**src/rtl/tiny_alu_rst_pkg.sv**
```systemverilog
// Shared types and defaults for the tiny_alu reset sequencer.
package tiny_alu_rst_pkg;

   typedef enum logic [1:0] {
      RST_SYNC     = 2'd0,
      RST_HOLD     = 2'd1,
      RST_RELEASED = 2'd2
   } rst_state_e;

   localparam int unsigned RST_SYNC_STAGES_DEF = 2;
   localparam int unsigned RST_HOLD_CYCLES_DEF = 16;
   localparam int unsigned RST_COUNT_W         = 8;

   // Hold counter width; a hold of one cycle still needs a 1-bit counter
   function automatic int unsigned hold_cnt_w(input int unsigned hold);
      return (hold > 1) ? $clog2(hold) : 1;
   endfunction

endpackage

```
**src/rtl/tiny_alu_reset_sync.sv**
```systemverilog
// Async-assert / sync-deassert release chain for the raw board reset.
module tiny_alu_reset_sync
   import tiny_alu_rst_pkg::*;
#(
   parameter int unsigned SYNC_STAGES = RST_SYNC_STAGES_DEF
) (
   input  logic clk_i,
   input  logic reset_n_i,
   output logic sync_rel
);

   logic [SYNC_STAGES-1:0] sync_q;

   always_ff @(posedge clk_i or negedge reset_n_i) begin
      if (!reset_n_i) begin
         sync_q <= '0;
      end else begin
         sync_q <= {sync_q[SYNC_STAGES-2:0], 1'b1};
      end
   end

   assign sync_rel = sync_q[SYNC_STAGES-1];

endmodule

```
**src/rtl/tiny_alu_reset_sequencer.sv**
```systemverilog
// Conditioned ALU reset: synchronized release, programmable hold, soft reset
// requests and a saturating count of completed sequences.
module tiny_alu_reset_sequencer
   import tiny_alu_rst_pkg::*;
#(
   parameter int unsigned SYNC_STAGES = RST_SYNC_STAGES_DEF,
   parameter int unsigned HOLD_CYCLES = RST_HOLD_CYCLES_DEF
) (
   input  logic                   clk_i,
   input  logic                   reset_n_i,
   input  logic                   soft_reset_req_i,
   output logic                   alu_reset_n_o,
   output logic                   reset_done_o,
   output logic                   busy_o,
   output logic [RST_COUNT_W-1:0] reset_count_o
);

   localparam int unsigned      CNT_W     = hold_cnt_w(HOLD_CYCLES);
   localparam logic [CNT_W-1:0] HOLD_LAST = CNT_W'(HOLD_CYCLES - 1);

   rst_state_e             state_q, state_d;
   logic [CNT_W-1:0]       cnt_q, cnt_d;
   logic                   alu_q, alu_d;
   logic                   done_q, done_d;
   logic                   busy_q, busy_d;
   logic [RST_COUNT_W-1:0] count_q, count_d;
   logic                   sync_rel;
   logic                   entering;

   tiny_alu_reset_sync #(
      .SYNC_STAGES (SYNC_STAGES)
   ) u_sync (
      .clk_i     (clk_i),
      .reset_n_i (reset_n_i),
      .sync_rel  (sync_rel)
   );

   always_ff @(posedge clk_i or negedge reset_n_i) begin
      if (!reset_n_i) begin
         state_q <= RST_SYNC;
         cnt_q   <= '0;
         alu_q   <= 1'b0;
         done_q  <= 1'b0;
         busy_q  <= 1'b1;
         count_q <= '0;
      end else begin
         state_q <= state_d;
         cnt_q   <= cnt_d;
         alu_q   <= alu_d;
         done_q  <= done_d;
         busy_q  <= busy_d;
         count_q <= count_d;
      end
   end

   // Next state and next values of every registered output
   always_comb begin
      state_d  = state_q;
      cnt_d    = cnt_q;
      alu_d    = 1'b0;
      done_d   = 1'b0;
      busy_d   = 1'b1;
      count_d  = count_q;
      entering = 1'b0;

      unique case (state_q)
         RST_SYNC: begin
            if (sync_rel) begin
               state_d = RST_HOLD;
               cnt_d   = '0;
            end
         end
         RST_HOLD: begin
            // A soft request during the hold restarts it rather than stacking
            if (soft_reset_req_i) begin
               cnt_d = '0;
            end else if (cnt_q == HOLD_LAST) begin
               state_d = RST_RELEASED;
               cnt_d   = '0;
            end else begin
               cnt_d = cnt_q + CNT_W'(1);
            end
         end
         RST_RELEASED: begin
            if (soft_reset_req_i) begin
               state_d = RST_HOLD;
               cnt_d   = '0;
            end
         end
         default: begin
            state_d = RST_SYNC;
            cnt_d   = '0;
         end
      endcase

      entering = (state_d == RST_RELEASED) && (state_q != RST_RELEASED);
      alu_d    = (state_d == RST_RELEASED);
      busy_d   = (state_d != RST_RELEASED);
      done_d   = entering;
      if (entering && (count_q != '1)) begin
         count_d = count_q + RST_COUNT_W'(1);
      end
   end

   assign alu_reset_n_o = alu_q;
   assign reset_done_o  = done_q;
   assign busy_o        = busy_q;
   assign reset_count_o = count_q;

endmodule

```
**config.mk**
```make
export PLATFORM = sky130hd
export DESIGN_NAME = tiny_alu_reset_sequencer
export DESIGN_NICKNAME = d
export VERILOG_FILES = /design/src/rtl/tiny_alu_rst_pkg.sv /design/src/rtl/tiny_alu_reset_sync.sv /design/src/rtl/tiny_alu_reset_sequencer.sv
export SDC_FILE = /design/constraint.sdc
export NUM_CORES = 1
export LEC_CHECK = 0
export CELL_PAD_IN_SITES_DETAIL_PLACEMENT = 0
export CELL_PAD_IN_SITES_GLOBAL_PLACEMENT = 1
export CORE_ASPECT_RATIO = 1.1
export CORE_MARGIN = 2
export CORE_UTILIZATION = 43
export DETAILED_ROUTE_END_ITERATION = 6
export PLACE_DENSITY = 0.91
export SYNTH_ARGS = -nofsm -noshare
export SYNTH_HDL_FRONTEND = slang
export SYNTH_HIERARCHICAL = 1
export SYNTH_SLANG_ARGS = --single-unit
```
**constraint.sdc**
```tcl
create_clock -name clk_i -period 3.7 [get_ports clk_i]
set_input_delay 0.37 -clock clk_i [delete_from_list [all_inputs] [get_ports clk_i]]
set_output_delay 0.37 -clock clk_i [all_outputs]
set_load 0.03 [all_outputs]
```
# [Word level (Yosys, flattened, before mapping)]
# Cells that the tools add are included.
# Widths: inputs -> output; s select.
[word_totals] register_bits=19
[classes] add_sub_neg=2 eq_ne=9 n_mux=10 n_reduce_logical=4
[ops] op="$mux 4" count=4
[ops] op="$pmux 4 s3" count=1
[ops] op="$add 8x1->8 const B" count=1
[ops] op="$mux 2" count=4
[ops] op="$ne 8x8->1 const B" count=1
[ops] op="$ne 2x2->1 const B" count=3
[ops] op="$pmux 2 s3" count=1
[ops] op="$add 4x1->4 const B" count=1
[ops] op="$eq 2x2->1 const B" count=2
[ops] op="$eq 4x4->1 const B" count=1
[ops] op="$eq 2x1->1 const B" count=1
[ops] op="$logic_and 1x1->1" count=2
[ops] op="$logic_not 2->1" count=1
[ops] op="$ne 2x1->1 const B" count=1
[ops] op="$reduce_and 2->1" count=1

# [Longest topological paths before layout]
[logic_depth] depth_word=7 mapped_depth=5

# [By module]
# Netlist, hierarchy kept.
[by_module_without_submodules] mod="tiny_alu_reset_sequencer" n_inst=1 cells_each=78 area_per_inst_um2=855.8 seq_area_each_um2=426.7
[by_module_without_submodules] mod="tiny_alu_reset_sync" n_inst=1 cells_each=3 area_per_inst_um2=53.8 seq_area_each_um2=50.0

# [Least setup slack after synthesis]
# OpenSTA, ideal clock, no wires.
[synth_path] path_kind="register to register" from="register count_q[0], in the netlist reset_count_o[0]" to="register count_q[1], in the netlist reset_count_o[1]" setup_ps=128 t_arrival_ps=1518 path_slack_ps=2054 stages_incl_launch_ff=6 n_path_buf=0 cell_sequence="dfrtp_1 ha_1 nand3_1 nor2_2 nor2_1 mux2_1"
[synth_between] elab_chain_len=2 word_cells_on_any_way=3
[synth_rtl] element="start, declared" line_no="tiny_alu_reset_sequencer.sv:26" source="logic [RST_COUNT_W-1:0] count_q, count_d;"
[synth_rtl] element="start signal, assigned" line_no="tiny_alu_reset_sequencer.sv:52" source="count_q <= count_d;"
[synth_rtl] element="parallel branches: the longest is 2 deep, another holds $add 8x1->8"
# Parallel ways; which one is timed is not known.
# A chain may end at the register's enable or synchronous reset.

# [Final worst setup path]
[layout_path] from="register busy_q, in the netlist busy_o" to="output port busy_o"
[layout_lines] element="start, declared" line_no="tiny_alu_reset_sequencer.sv:25" source="logic busy_q, busy_d;"
[layout_lines] element="start signal, assigned" line_no="tiny_alu_reset_sequencer.sv:51" source="busy_q <= busy_d;"
[layout_lines] element="end, declared" line_no="tiny_alu_reset_sequencer.sv:14" source="output logic busy_o,"
# No word-level cell between the ends.

==> impl_metrics.toml <==
[setup_path]
cp.arrival_ns = 1.47
reg2reg_slack_ns = 2.01
required_ns = 3.33
critPathTopFamily = "buffers and inverters"
cp_num_buf_inv = 1
worstSetupStartpointType = "flop"
r2r-start = "cnt_q[0]"
cp.depth = 1
cp_cell_sequence = "clkdlybuf4s50_1"
slowest_delay_ns = 0.65
endpoint_kind = "output pin"
r2r_cells = 5
r2r_end = "reset_count_o[7]"
cp_max_fo = 1
crit_type = "flop to output pin"
cp_slowest_cell = "clkdlybuf4s50_1"

[sta]
timing.slew.headroom = 0.4369
clock.fmax_mhz = 542.9
grt_setup_unrepaired = "no"
hold_viol = 0
fin_crit_sh = 0.4978
slew_violations = 0
period_needed_ns = 1.842
fin_ws_ns = 1.858
finalSetupTns_ns = 0
hold_ws_ns = 0.3563
setup_viol = 0
fin_skew_ns = 0.002038
worst_pin_slew_ns = 0.8421

[routing]
drc = 0
drtIter0Drc = 7
ant_nets = 0
viasPerCell = 5.323
drt-total-wl_um = 1607
firstDrtPassIters = 4
routed_wire_length_per_instance_um = 12.96
via_count = 660

[synthesis]
ys_top_cells_by_area = "dfrtp_1 (50%), xor2_1 (5.8%), dfstp_2 (2.9%)"
yosysWarnings = 6
ys_ff_latch = 19
synth_edf_count = 0
yosysSeqAreaShare = 0.5241
synth-compound-area-share = 0.1114
synth_top_family_by_area = "simple AND/OR/NAND/NOR gates"
post-synth-top-area-fraction = 0.4952
synth_xor_area_frac = 0.05777
syn_inst = 81
synth_top_area_cell = "dfrtp_1"
synthMuxAreaShare = 0.02476
syn_area_um2 = 909.6
synthSimpleGateAreaFrac = 0.2297
synth_cell_types = 36
syn_area_per_cell_um2 = 11.23
synth_fp_nets = 86
synthAdderAreaFrac = 0.02751
synthFlopType = "dfrtp_1"
async_flop_share = 1.000

[outcome]
status = "finished, final reports clean"

[grt]
grt-ovfl-total = 0
gr-usage-all-layers = 0.1641
grt_pass1_vias = 664
grt_pass1_wl_um = 2815
grt_antenna_before_repair = 0
grt_max_degree = 20

[min_path]
min_path_type = "flop to flop"
min_to = "u_sync/sync_q[1]"
hold_depth = 0
min_from = "u_sync/sync_q[0]"

[clocking]
cts-buffers-inserted = 3
ctsHoldBuffers = 0
clk_latency_ns = 0.29
clock_path_buffers = 2
clockRootBuffer = "clkbuf_4"
numClockSinks = 19
htree_levels = 1
clkTransAtPathRegs_ns = 0.10
post_cts_buffers = 0
postCtsResizedCells = 0
cts_tree = "done"

[die]
die_y_um = 52.24
start_util = 0.4549
fp.coreArea_um2 = 1999
die_w_um = 47.86
pin_count = 14
row_count = 17
die_area_um2 = 2500

[power]
powerDensity_nw_per_um2 = 305.6
vdd_drop_max_mv = 0.1885
leakage_uw = 0.0004921

[run]
max-cap-violations = 0

[placed_design]
dp_slack_ns = 1.654
globalplace.congestion = 0.8129
placedInstanceArea_um2 = 1064
port_buffers = 13
dp.cells = 120
dp_hpwl_um = 1164

[final_layout]
stdcell_area_um2 = 1090
layout_common_cells = "dfrtp_1 (18), clkdlybuf4s50_1 (13), nand2_1 (6), xor2_1 (6)"
drive_gt1_frac = 0.1042
antenna_cells = 0
instances_no_fill = 124
fin_nets = 102
layout_commonest_cell = "dfrtp_1"
syn_to_final_growth_pct = 19.81
[synth_stat cells, types with 2 or more instances]
library cell	count
a21oi_1	4
a22oi_1	2
dfrtp_1	18
ha_1	2
inv_1	2
mux2_1	2
nand2_1	6
nand3_1	4
nand4_1	2
nor2_1	2
nor2b_1	2
nor3_1	4
o21ai_0	2
o21ai_1	2
xor2_1	6
[final cells by class]
type                       count  area (um^2)
fill                         201        909.6
sequential                    19        476.7
multi-input combinational     58        414.1
timing repair buffer          13        130.1
tap                           28        35.03
clock buffer                   4        26.28
inverter                       2        7.507
[where the power goes]
group          total [uW]  internal [uW]  switching, uW
Clock                 100           41.9           58.4
Sequential            216            211           4.36
Combinational        16.9           7.09           9.77
[stage by stage]
step           utilization  power (uW)
2_1_floorplan            -       227.3
3_3_place_gp        0.5319       237.0
5_1_grt             0.5451       353.8
6_report            0.5451       333.0
3_5_place_dp        0.5319       237.3
4_1_cts             0.5451       338.6
[how the worst max path moves through the flow]
stage | startpoint | to | slack [ns]
after detailed placement | soft_reset_req_i | reset_count_o[7] | 1.65
after global placement | soft_reset_req_i | reset_count_o[7] | 1.69
final | busy_o | busy_o | 1.86
after global routing | reset_count_o[2] | reset_count_o[2] | 1.78
after CTS | busy_o | busy_o | 1.84
after floorplan | reset_count_o[0] | reset_count_o[1] | 2.05
[per-layer routing]
metal | vias to the layer above | GRT usage | part of all wire
li1 | 317 | - | -
met1 | 323 | 0.2103 | 0.47
met2 | 16 | 0.2422 | 0.47
met3 | 4 | 0.03793 | 0.041
met4 | 0 | 0.1036 | 0.019
met5 | - | 0 | 0
[state kept, by name, indices dropped and copies added (netlist names)]
name / cells
cnt_q: 4
alu_reset_n_o: 1
busy_o: 1
u_sync/sync_q: 2
state_q: 2
reset_done_o: 1
reset_count_o: 8
[logic make-up after synthesis]
family | after synthesis
buf+inv | 4
compound gates | 16
other cells | 1
fa+ha+maj | 2
xor+xnor | 6
simple gates | 31
flops | 19
mux | 2
Power figures use the tool's default switching activity.
